File: src/rtl/vga_pkg.sv
// Shared VGA 640x480@60 timing constants, counter type and colour-bar helper.
package vga_pkg;

  localparam int CNT_W = 10;

  localparam int H_VISIBLE = 640;
  localparam int H_FRONT   = 16;
  localparam int H_SYNC    = 96;
  localparam int H_BACK    = 48;
  localparam int H_TOTAL   = H_VISIBLE + H_FRONT + H_SYNC + H_BACK;

  localparam int V_VISIBLE = 480;
  localparam int V_FRONT   = 10;
  localparam int V_SYNC    = 2;
  localparam int V_BACK    = 33;
  localparam int V_TOTAL   = V_VISIBLE + V_FRONT + V_SYNC + V_BACK;

  localparam int H_SYNC_START = H_VISIBLE + H_FRONT;
  localparam int H_SYNC_END   = H_SYNC_START + H_SYNC - 1;
  localparam int V_SYNC_START = V_VISIBLE + V_FRONT;
  localparam int V_SYNC_END   = V_SYNC_START + V_SYNC - 1;

  localparam int BAR_WIDTH = 80;

  typedef logic [CNT_W-1:0] cnt_t;

  typedef struct packed {
    logic       h_sync;
    logic       v_sync;
    logic [2:0] rgb;
  } vga_out_t;

  // Bar k = h/BAR_WIDTH is painted 7-k, running white down to black across the line.
  function automatic logic [2:0] bar_colour(input cnt_t h_cnt);
    cnt_t bar_idx;
    bar_idx = h_cnt / cnt_t'(BAR_WIDTH);
    return 3'(3'd7 - 3'(bar_idx));
  endfunction

endpackage

File: src/rtl/vga_timing.sv
// Horizontal/vertical raster counters with the visible-region flag.
module vga_timing
  import vga_pkg::*;
#(
  parameter int H_VISIBLE = vga_pkg::H_VISIBLE,
  parameter int H_FRONT   = vga_pkg::H_FRONT,
  parameter int H_SYNC    = vga_pkg::H_SYNC,
  parameter int H_BACK    = vga_pkg::H_BACK,
  parameter int V_VISIBLE = vga_pkg::V_VISIBLE,
  parameter int V_FRONT   = vga_pkg::V_FRONT,
  parameter int V_SYNC    = vga_pkg::V_SYNC,
  parameter int V_BACK    = vga_pkg::V_BACK
) (
  input  logic clk_i,
  input  logic rst_ni,
  input  logic en_i,
  output cnt_t h_cnt_o,
  output cnt_t v_cnt_o,
  output logic visible_o
);

  localparam cnt_t H_LAST = cnt_t'(H_VISIBLE + H_FRONT + H_SYNC + H_BACK - 1);
  localparam cnt_t V_LAST = cnt_t'(V_VISIBLE + V_FRONT + V_SYNC + V_BACK - 1);
  localparam cnt_t H_VIS  = cnt_t'(H_VISIBLE);
  localparam cnt_t V_VIS  = cnt_t'(V_VISIBLE);

  cnt_t h_cnt_q, h_cnt_d;
  cnt_t v_cnt_q, v_cnt_d;

  // Next raster position: the line counter only moves on the pixel edge that wraps the column.
  always_comb begin
    h_cnt_d = h_cnt_q;
    v_cnt_d = v_cnt_q;
    if (en_i) begin
      if (h_cnt_q == H_LAST) begin
        h_cnt_d = '0;
        if (v_cnt_q == V_LAST) begin
          v_cnt_d = '0;
        end else begin
          v_cnt_d = v_cnt_q + cnt_t'(1);
        end
      end else begin
        h_cnt_d = h_cnt_q + cnt_t'(1);
      end
    end
  end

  // Counter registers; reset drops the raster back to pixel (0,0) at once.
  always_ff @(posedge clk_i or negedge rst_ni) begin
    if (!rst_ni) begin
      h_cnt_q <= '0;
      v_cnt_q <= '0;
    end else begin
      h_cnt_q <= h_cnt_d;
      v_cnt_q <= v_cnt_d;
    end
  end

  assign h_cnt_o   = h_cnt_q;
  assign v_cnt_o   = v_cnt_q;
  assign visible_o = (h_cnt_q < H_VIS) && (v_cnt_q < V_VIS);

endmodule

File: src/rtl/vga_driver.sv
// VGA colour-bar generator: raster counters plus registered sync and colour outputs.
module vga_driver
  import vga_pkg::*;
#(
  parameter int H_VISIBLE = vga_pkg::H_VISIBLE,
  parameter int H_FRONT   = vga_pkg::H_FRONT,
  parameter int H_SYNC    = vga_pkg::H_SYNC,
  parameter int H_BACK    = vga_pkg::H_BACK,
  parameter int V_VISIBLE = vga_pkg::V_VISIBLE,
  parameter int V_FRONT   = vga_pkg::V_FRONT,
  parameter int V_SYNC    = vga_pkg::V_SYNC,
  parameter int V_BACK    = vga_pkg::V_BACK
) (
  input  logic clk,
  input  logic rst_n,
  input  logic en,
  output logic h_sync,
  output logic v_sync,
  output logic red,
  output logic green,
  output logic blue
);

  localparam cnt_t HS_START = cnt_t'(H_VISIBLE + H_FRONT);
  localparam cnt_t HS_END   = cnt_t'(H_VISIBLE + H_FRONT + H_SYNC - 1);
  localparam cnt_t VS_START = cnt_t'(V_VISIBLE + V_FRONT);
  localparam cnt_t VS_END   = cnt_t'(V_VISIBLE + V_FRONT + V_SYNC - 1);

  cnt_t     h_cnt;
  cnt_t     v_cnt;
  logic     visible;
  vga_out_t out_q, out_d;

  vga_timing #(
    .H_VISIBLE(H_VISIBLE), .H_FRONT(H_FRONT), .H_SYNC(H_SYNC), .H_BACK(H_BACK),
    .V_VISIBLE(V_VISIBLE), .V_FRONT(V_FRONT), .V_SYNC(V_SYNC), .V_BACK(V_BACK)
  ) u_timing (
    .clk_i    (clk),
    .rst_ni   (rst_n),
    .en_i     (en),
    .h_cnt_o  (h_cnt),
    .v_cnt_o  (v_cnt),
    .visible_o(visible)
  );

  // Decode sync and colour from the pre-edge counters so all outputs share one cycle of latency.
  always_comb begin
    out_d = out_q;
    if (en) begin
      out_d.h_sync = !((h_cnt >= HS_START) && (h_cnt <= HS_END));
      out_d.v_sync = !((v_cnt >= VS_START) && (v_cnt <= VS_END));
      out_d.rgb    = visible ? bar_colour(h_cnt) : 3'b000;
    end
  end

  // Output registers; reset forces both syncs inactive and the screen black.
  always_ff @(posedge clk or negedge rst_n) begin
    if (!rst_n) begin
      out_q <= '{h_sync: 1'b1, v_sync: 1'b1, rgb: 3'b000};
    end else begin
      out_q <= out_d;
    end
  end

  assign h_sync              = out_q.h_sync;
  assign v_sync              = out_q.v_sync;
  assign {red, green, blue}  = out_q.rgb;

endmodule

File: config.mk
export PLATFORM = sky130hd
export DESIGN_NAME = vga_driver
export DESIGN_NICKNAME = d
export VERILOG_FILES = /design/src/rtl/vga_pkg.sv /design/src/rtl/vga_timing.sv /design/src/rtl/vga_driver.sv
export SDC_FILE = /design/constraint.sdc
export NUM_CORES = 1
export LEC_CHECK = 0
export CAP_MARGIN = 20
export CORE_MARGIN = 4
export CORE_UTILIZATION = 40
export DETAILED_ROUTE_END_ITERATION = 12
export SLEW_MARGIN = 5
export SYNTH_ARGS = -nofsm -noshare
export SYNTH_HDL_FRONTEND = slang
export SYNTH_HIERARCHICAL = 1
export SYNTH_SLANG_ARGS = --single-unit
export TNS_END_PERCENT = 50
File: constraint.sdc
create_clock -name clk -period 2.3 [get_ports clk]
set_input_delay 0.23 -clock clk [delete_from_list [all_inputs] [get_ports clk]]
set_output_delay 0.23 -clock clk [all_outputs]
set_load 0.1 [all_outputs]
==> flow_summary.json, run 1 <==
{
  "fin_cells": 225,
  "numPortBuffers": 7,
  "htree_levels": 1,
  "clk_latency_ns": 0.26,
  "ctsHoldBuffers": 0,
  "ant_nets": 0,
  "clock-sinks": 25,
  "grt_setup_unrepaired": "no",
  "worst_pin_slew_ns": 0.4940,
  "yosys_warnings": 6,
  "synthTopCellsByArea": "dfrtp_1 36%, nand4_1 3.5%, o21ai_0 3.5%, dfstp_2 3.3%, nor2_1 2.8%",
  "setup_viol": 0,
  "synth_edf_count": 0,
  "tritoncts": "built",
  "antenna_found_initial": 0,
  "die_area_sq_um": 5049,
  "cts.path.max_buffers": 2,
  "dieHeight_microns": 71.06,
  "wirelength_microns": 3337,
  "gp_congestion": 0.8392,
  "dp_hpwl_microns": 2456,
  "cts_resized": 0,
  "rows": 22,
  "grt_max_degree": 19,
  "hold_viol": 0,
  "clkTransAtPathRegs_ns": 0.08,
  "fin_crit_ns": 1.941,
  "yosysUniqueCellTypes": 54,
  "vdd.ir_drop.worst_v": 0.0001807,
  "drv_cap": 0,
  "drive_above_1_share_pct": 15.25,
  "cp-start-kind": "register",
  "dp_cells": 221,
  "avgSynthCellArea_sq_um": 9.466,
  "track_usage_pct": 14.18,
  "yosysTopAreaCellShare_pct": 36.19,
  "fmax_ghz": 0.5152,
  "grt_pass1_wl_microns": 5809,
  "relSlewSlack_pct": 66.21,
  "ioPinCount": 8,
  "nFillCells": 360,
  "finClkSkew_ns": 0.003489,
  "cts_buffers": 3,
  "crit_arrival_ns": 2.09,
  "drt-pass1-iter-count": 4,
  "register_area_sq_um": 628.1,
  "multiInputGateArea_sq_um": 870.8,
  "async_flop_share_pct": 100.0,
  "endpoint_kind": "register",
  "critPathKind": "register to register",
  "critPathMaxFanout": 8,
  "drv_slew": 0,
  "outcome": "finished clean",
  "grt_pass1_vias": 1277,
  "synth_common_cells": "23 x dfrtp_1, 12 x nor2_1, 11 x nand2_1, 11 x o21ai_0, 9 x nand4_1",
  "initial_core_util_pct": 42.48,
  "postCtsSetupBuffers": 0,
  "synth.most_common_cell": "dfrtp_1",
  "finalSetupTns_ns": 0,
  "netlist_instances": 168,
  "ys_seq_elements": 25,
  "cp_data_required_time_ns": 2.45,
  "yosysSeqAreaShare_pct": 39.50,
  "wl_per_cell_microns": 14.83,
  "n_antenna_cell": 0,
  "syn_to_final_growth_pct": 8.733,
  "gr-total-overflow": 0,
  "hp-class": "input port to asynchronous set/reset pin",
  "p_per_area_nw_per_um2": 587.2,
  "synth_nets": 174,
  "core_sq_um": 3744,
  "p_leak_nw": 0.6993,
  "route.vias.total": 1304,
  "synth_area_sq_um": 1590,
  "fp.dieW_microns": 71.06,
  "drcViolationCount": 0,
  "vias_per_cell": 5.796,
  "ys.flop_type": "dfrtp_1",
  "yosys.area.top_type": "dfrtp_1",
  "min_period_over_period_pct": 84.39,
  "cts_root_buf": "clkbuf_8",
  "layout.nets": 184,
  "drtIter0Drc": 52
}
## cell families after synthesis
kind of cell	after synthesis	synth area share, %
compound gates	40	16.52
xor+xnor	4	2.203
fa+ha+maj	4	2.990
buf+inv	15	5.743
flops	25	39.50
mux	6	4.170
simple gates	74	28.87
## final timing paths
kind | end | depth (start not counted) | start | slack (ns)
setup / recovery | u_timing/v_cnt_o[9]$_DFFE_PN0P_ | 4 | u_timing/v_cnt_o[6]$_DFFE_PN0P_ | 0.36
hold / removal | u_timing/v_cnt_o[5]$_DFFE_PN0P_ | 1 | rst_n | 0.26
setup reg to reg | u_timing/v_cnt_o[9]$_DFFE_PN0P_ | 4 | u_timing/v_cnt_o[6]$_DFFE_PN0P_ | 0.36
hold reg to reg | v_sync$_DFFE_PN1P_ | 2 | v_sync$_DFFE_PN1P_ | 0.49
max in group asynchronous | u_timing/h_cnt_o[2]$_DFFE_PN0P_ | 2 | rst_n | 1.46
min in group clk | v_sync$_DFFE_PN1P_ | 2 | v_sync$_DFFE_PN1P_ | 0.49
## worst max-delay path, stage by stage (launching register included)
cell and delay (ns):
dfrtp_1 0.43, nor4_1 0.44, nor4b_4 0.51, o21ai_0 0.18, a22o_1 0.27
## layer usage
| layer | part of all wire (%) | vias up | track usage [%] |
|---|---|---|---|
| met5 | 0 | - | 0 |
| met4 | 2.5 | 0 | 7.516 |
| met1 | 47 | 625 | 18.10 |
| met2 | 47 | 30 | 22.86 |
| met3 | 3.6 | 8 | 2.415 |
| li1 | - | 641 | - |
## flip-flops by register name (all words and copies together), names as in the netlist
signal	flops
blue	1
h_sync	1
red	1
v_sync	1
green	1
u_timing/v_cnt_o	10
u_timing/h_cnt_o	10
## cell type report
type	instances	area share [%]
repair buffers	12	5.499
well taps	48	3.473
multi-input cells	128	50.36
flip-flops and latches	25	36.32
clock buffers	4	2.605
inverters	8	1.737
## placed cells by master (no fill, tap or decap), drive strengths merged, types with 5 or more instances in the layout
master / Yosys / layout
nor3: 6 / 6
a21oi: 7 / 7
nand4: 9 / 9
mux2: 5 / 5
nand2: 11 / 11
nor2: 13 / 13
and3: 5 / 5
nor4: 5 / 5
o21ai: 12 / 12
inv: 8 / 8
dfrtp: 23 / 23
buf: 7 / 10
## power breakdown
| group | switching, W | internal, W |
|---|---|---|
| logic | 0.000107 | 0.0000834 |
| registers | 0.0000863 | 0.000484 |
| clock network | 0.000130 | 0.000124 |
| total | 0.000324 | 0.000692 |
## through the flow
step	power, W	instance area [sq um]	worst slack [ns]	hold slack [ns]	util (%)
6_report	0.001015	1729	0.3590	0.2618	46.19
3_5_place_dp	0.0007708	1684	0.4006	0.4793	44.99
5_1_grt	0.001078	1729	0.2093	0.2889	46.19
3_3_place_gp	0.0007623	1684	0.4222	0.4777	44.99
2_1_floorplan	0.0007041	1590	0.6185	-0.06559	-
4_1_cts	0.001027	1729	0.3813	0.2686	46.19
Note: power is estimated with default switching activity, not from simulation.
==> inputs of run 2 (changes only) <==
==> constraint.sdc (replaced) <==
create_clock -name clk -period 1.9 [get_ports clk]
set_input_delay 0.19 -clock clk [delete_from_list [all_inputs] [get_ports clk]]
set_output_delay 0.19 -clock clk [all_outputs]
set_load 0.1 [all_outputs]
==> run 2 against run 1 <==
Effect of this change: sequential power increased by 14%; highest routed layer unchanged; clock power increased by 27%; largest power group unchanged; die area unchanged.
==> flow_summary.json, run 2 (synthesis gave the netlist of run 1 again) <==
{
  "n_antenna_cell": 0,
  "antenna_found_initial": 0,
  "clk_latency_ns": 0.27,
  "critPathKind": "register to register",
  "finalSetupTns_ns": 0,
  "register_area_sq_um": 628.1,
  "min_period_over_period_pct": 90.95,
  "cp-start-kind": "register",
  "relSlewSlack_pct": 64.61,
  "maxUsedRoutingLayer": "met4",
  "grt_setup_unrepaired": "no",
  "r2r-start": "u_timing/v_cnt_o[0]$_DFFE_PN0P_",
  "grt_max_degree": 26,
  "grt_pass1_vias": 1329,
  "cp_num_buf_inv": 2,
  "endpoint_kind": "register",
  "fmax_ghz": 0.5787,
  "layout_commonest_cell": "dfrtp_1",
  "crit_chain": "inv_1 -> ha_1 -> nand2_1 -> nor4b_4 -> buf_4 -> nor2_2 -> mux2_2",
  "rows": 22,
  "finClkSkew_ns": 0.007263,
  "numPortBuffers": 7,
  "initial_core_util_pct": 42.48,
  "p_per_area_nw_per_um2": 698.4,
  "fp.dieW_microns": 71.06,
  "route.vias.total": 1363,
  "core_sq_um": 3744,
  "grt_pass1_wl_microns": 6003,
  "crit_arrival_ns": 1.90,
  "vias_per_cell": 5.751,
  "wl_per_cell_microns": 14.60,
  "drtIter0Drc": 44,
  "finalWorstSetupSlack_ns": 0.1719,
  "critPathMaxFanout": 8,
  "hp-class": "input port to asynchronous set/reset pin",
  "reg2reg_slack_ns": 0.17,
  "r2r-end": "u_timing/v_cnt_o[0]$_DFFE_PN0P_",
  "crit_path_end": "u_timing/v_cnt_o[0]$_DFFE_PN0P_",
  "wirelength_microns": 3461,
  "rr_worst_depth": 7,
  "hold_viol": 0,
  "cp_data_required_time_ns": 2.07,
  "gp_congestion": 0.8538,
  "pre_cts_ws_ns": 0.1179,
  "drcViolationCount": 0,
  "gr-total-overflow": 0,
  "multiInputGateArea_sq_um": 877.1,
  "ioPinCount": 8,
  "cts.path.max_buffers": 2,
  "clock-sinks": 25,
  "drv_slew": 0,
  "ctsHoldBuffers": 0,
  "dieHeight_microns": 71.06,
  "setup_viol": 0,
  "cts_buffers": 3,
  "drive_above_1_share_pct": 21.69,
  "worst_pin_slew_ns": 0.5174,
  "die_area_sq_um": 5049,
  "clkTransAtPathRegs_ns": 0.09,
  "critPathMaxStageDelay_ns": 0.43,
  "cts_root_buf": "clkbuf_8",
  "wl_met2_microns": 1639,
  "drv_cap": 0,
  "layout.nets": 196,
  "mostFrequentLayoutCells": "23 x dfrtp_1, 22 x buf_4, 12 x nor2_1",
  "wl_met3_microns": 117,
  "track_usage_pct": 14.61,
  "cp_top_family": "flip-flops",
  "vdd.ir_drop.worst_v": 0.0002400,
  "tritoncts": "built",
  "drt-pass1-iter-count": 4,
  "outcome": "finished clean",
  "nFillCells": 363,
  "ant_nets": 0,
  "htree_levels": 1,
  "crit_cells": 7,
  "p_leak_nw": 0.7686,
  "syn_to_final_growth_pct": 14.87,
  "fin_crit_ns": 1.728,
  "dp_hpwl_microns": 2463,
  "cp_slowest_cell": "dfrtp_1",
  "crit_start": "u_timing/v_cnt_o[0]$_DFFE_PN0P_",
  "wl_met1_microns": 1610
}
run 2: worst min path at each step:
stage | slack, ns | depth (start not counted) | end | start
5_1_grt | 0.31 | 2 | u_timing/v_cnt_o[9]$_DFFE_PN0P_ | rst_n
2_1_floorplan | -0.11 | 0 | blue$_DFFE_PN0P_ | rst_n
3_3_place_gp | 0.48 | 2 | blue$_DFFE_PN0P_ | blue$_DFFE_PN0P_
4_1_cts | 0.28 | 2 | u_timing/v_cnt_o[5]$_DFFE_PN0P_ | rst_n
3_5_place_dp | 0.48 | 2 | v_sync$_DFFE_PN1P_ | v_sync$_DFFE_PN1P_
6_report | 0.27 | 2 | u_timing/v_cnt_o[5]$_DFFE_PN0P_ | rst_n
run 2: what timing repair did:
action | CTS | global route
gates resized for setup | 0 | 1
endpoints found under the setup margin | 0 | 5
setup buffers | 0 | 1
endpoints found under the hold margin | 0 | 0
run 2: layout make-up:
type	instances	area share (%)
timing repair buffer	24	10.14
tap	48	3.288
inverter	8	1.644
clock buffer	3	2.260
multi-input combinational	128	48.01
sequential	25	34.38
clock inverter	1	0.2740
run 2: stage by stage:
stage / hold WS (ns) / cell area [sq um] / utilization [%] / total power, W / std cells
after floorplan: -0.1056 / 1590 / - / 0.0008524 / 168
after global placement: 0.4784 / 1767 / 47.19 / 0.0009556 / 232
after detailed placement: 0.4822 / 1767 / 47.19 / 0.0009589 / 232
after CTS: 0.2838 / 1813 / 48.43 / 0.001283 / 236
after global routing: 0.3055 / 1827 / 48.80 / 0.001358 / 237
final: 0.2674 / 1827 / 48.80 / 0.001276 / 237
run 2: layer usage:
layer	global-route usage (%)	vias up
met3	2.699	8
met4	7.307	0
met1	19.60	655
met2	22.45	32
met5	0	-
li1	-	668
run 2: report_power, final:
group	switching (W)	internal (W)	leakage, nW
combinational	0.000171	0.000129	0.428
clock	0.000176	0.000147	0.0255
sequential	0.0000660	0.000587	0.315
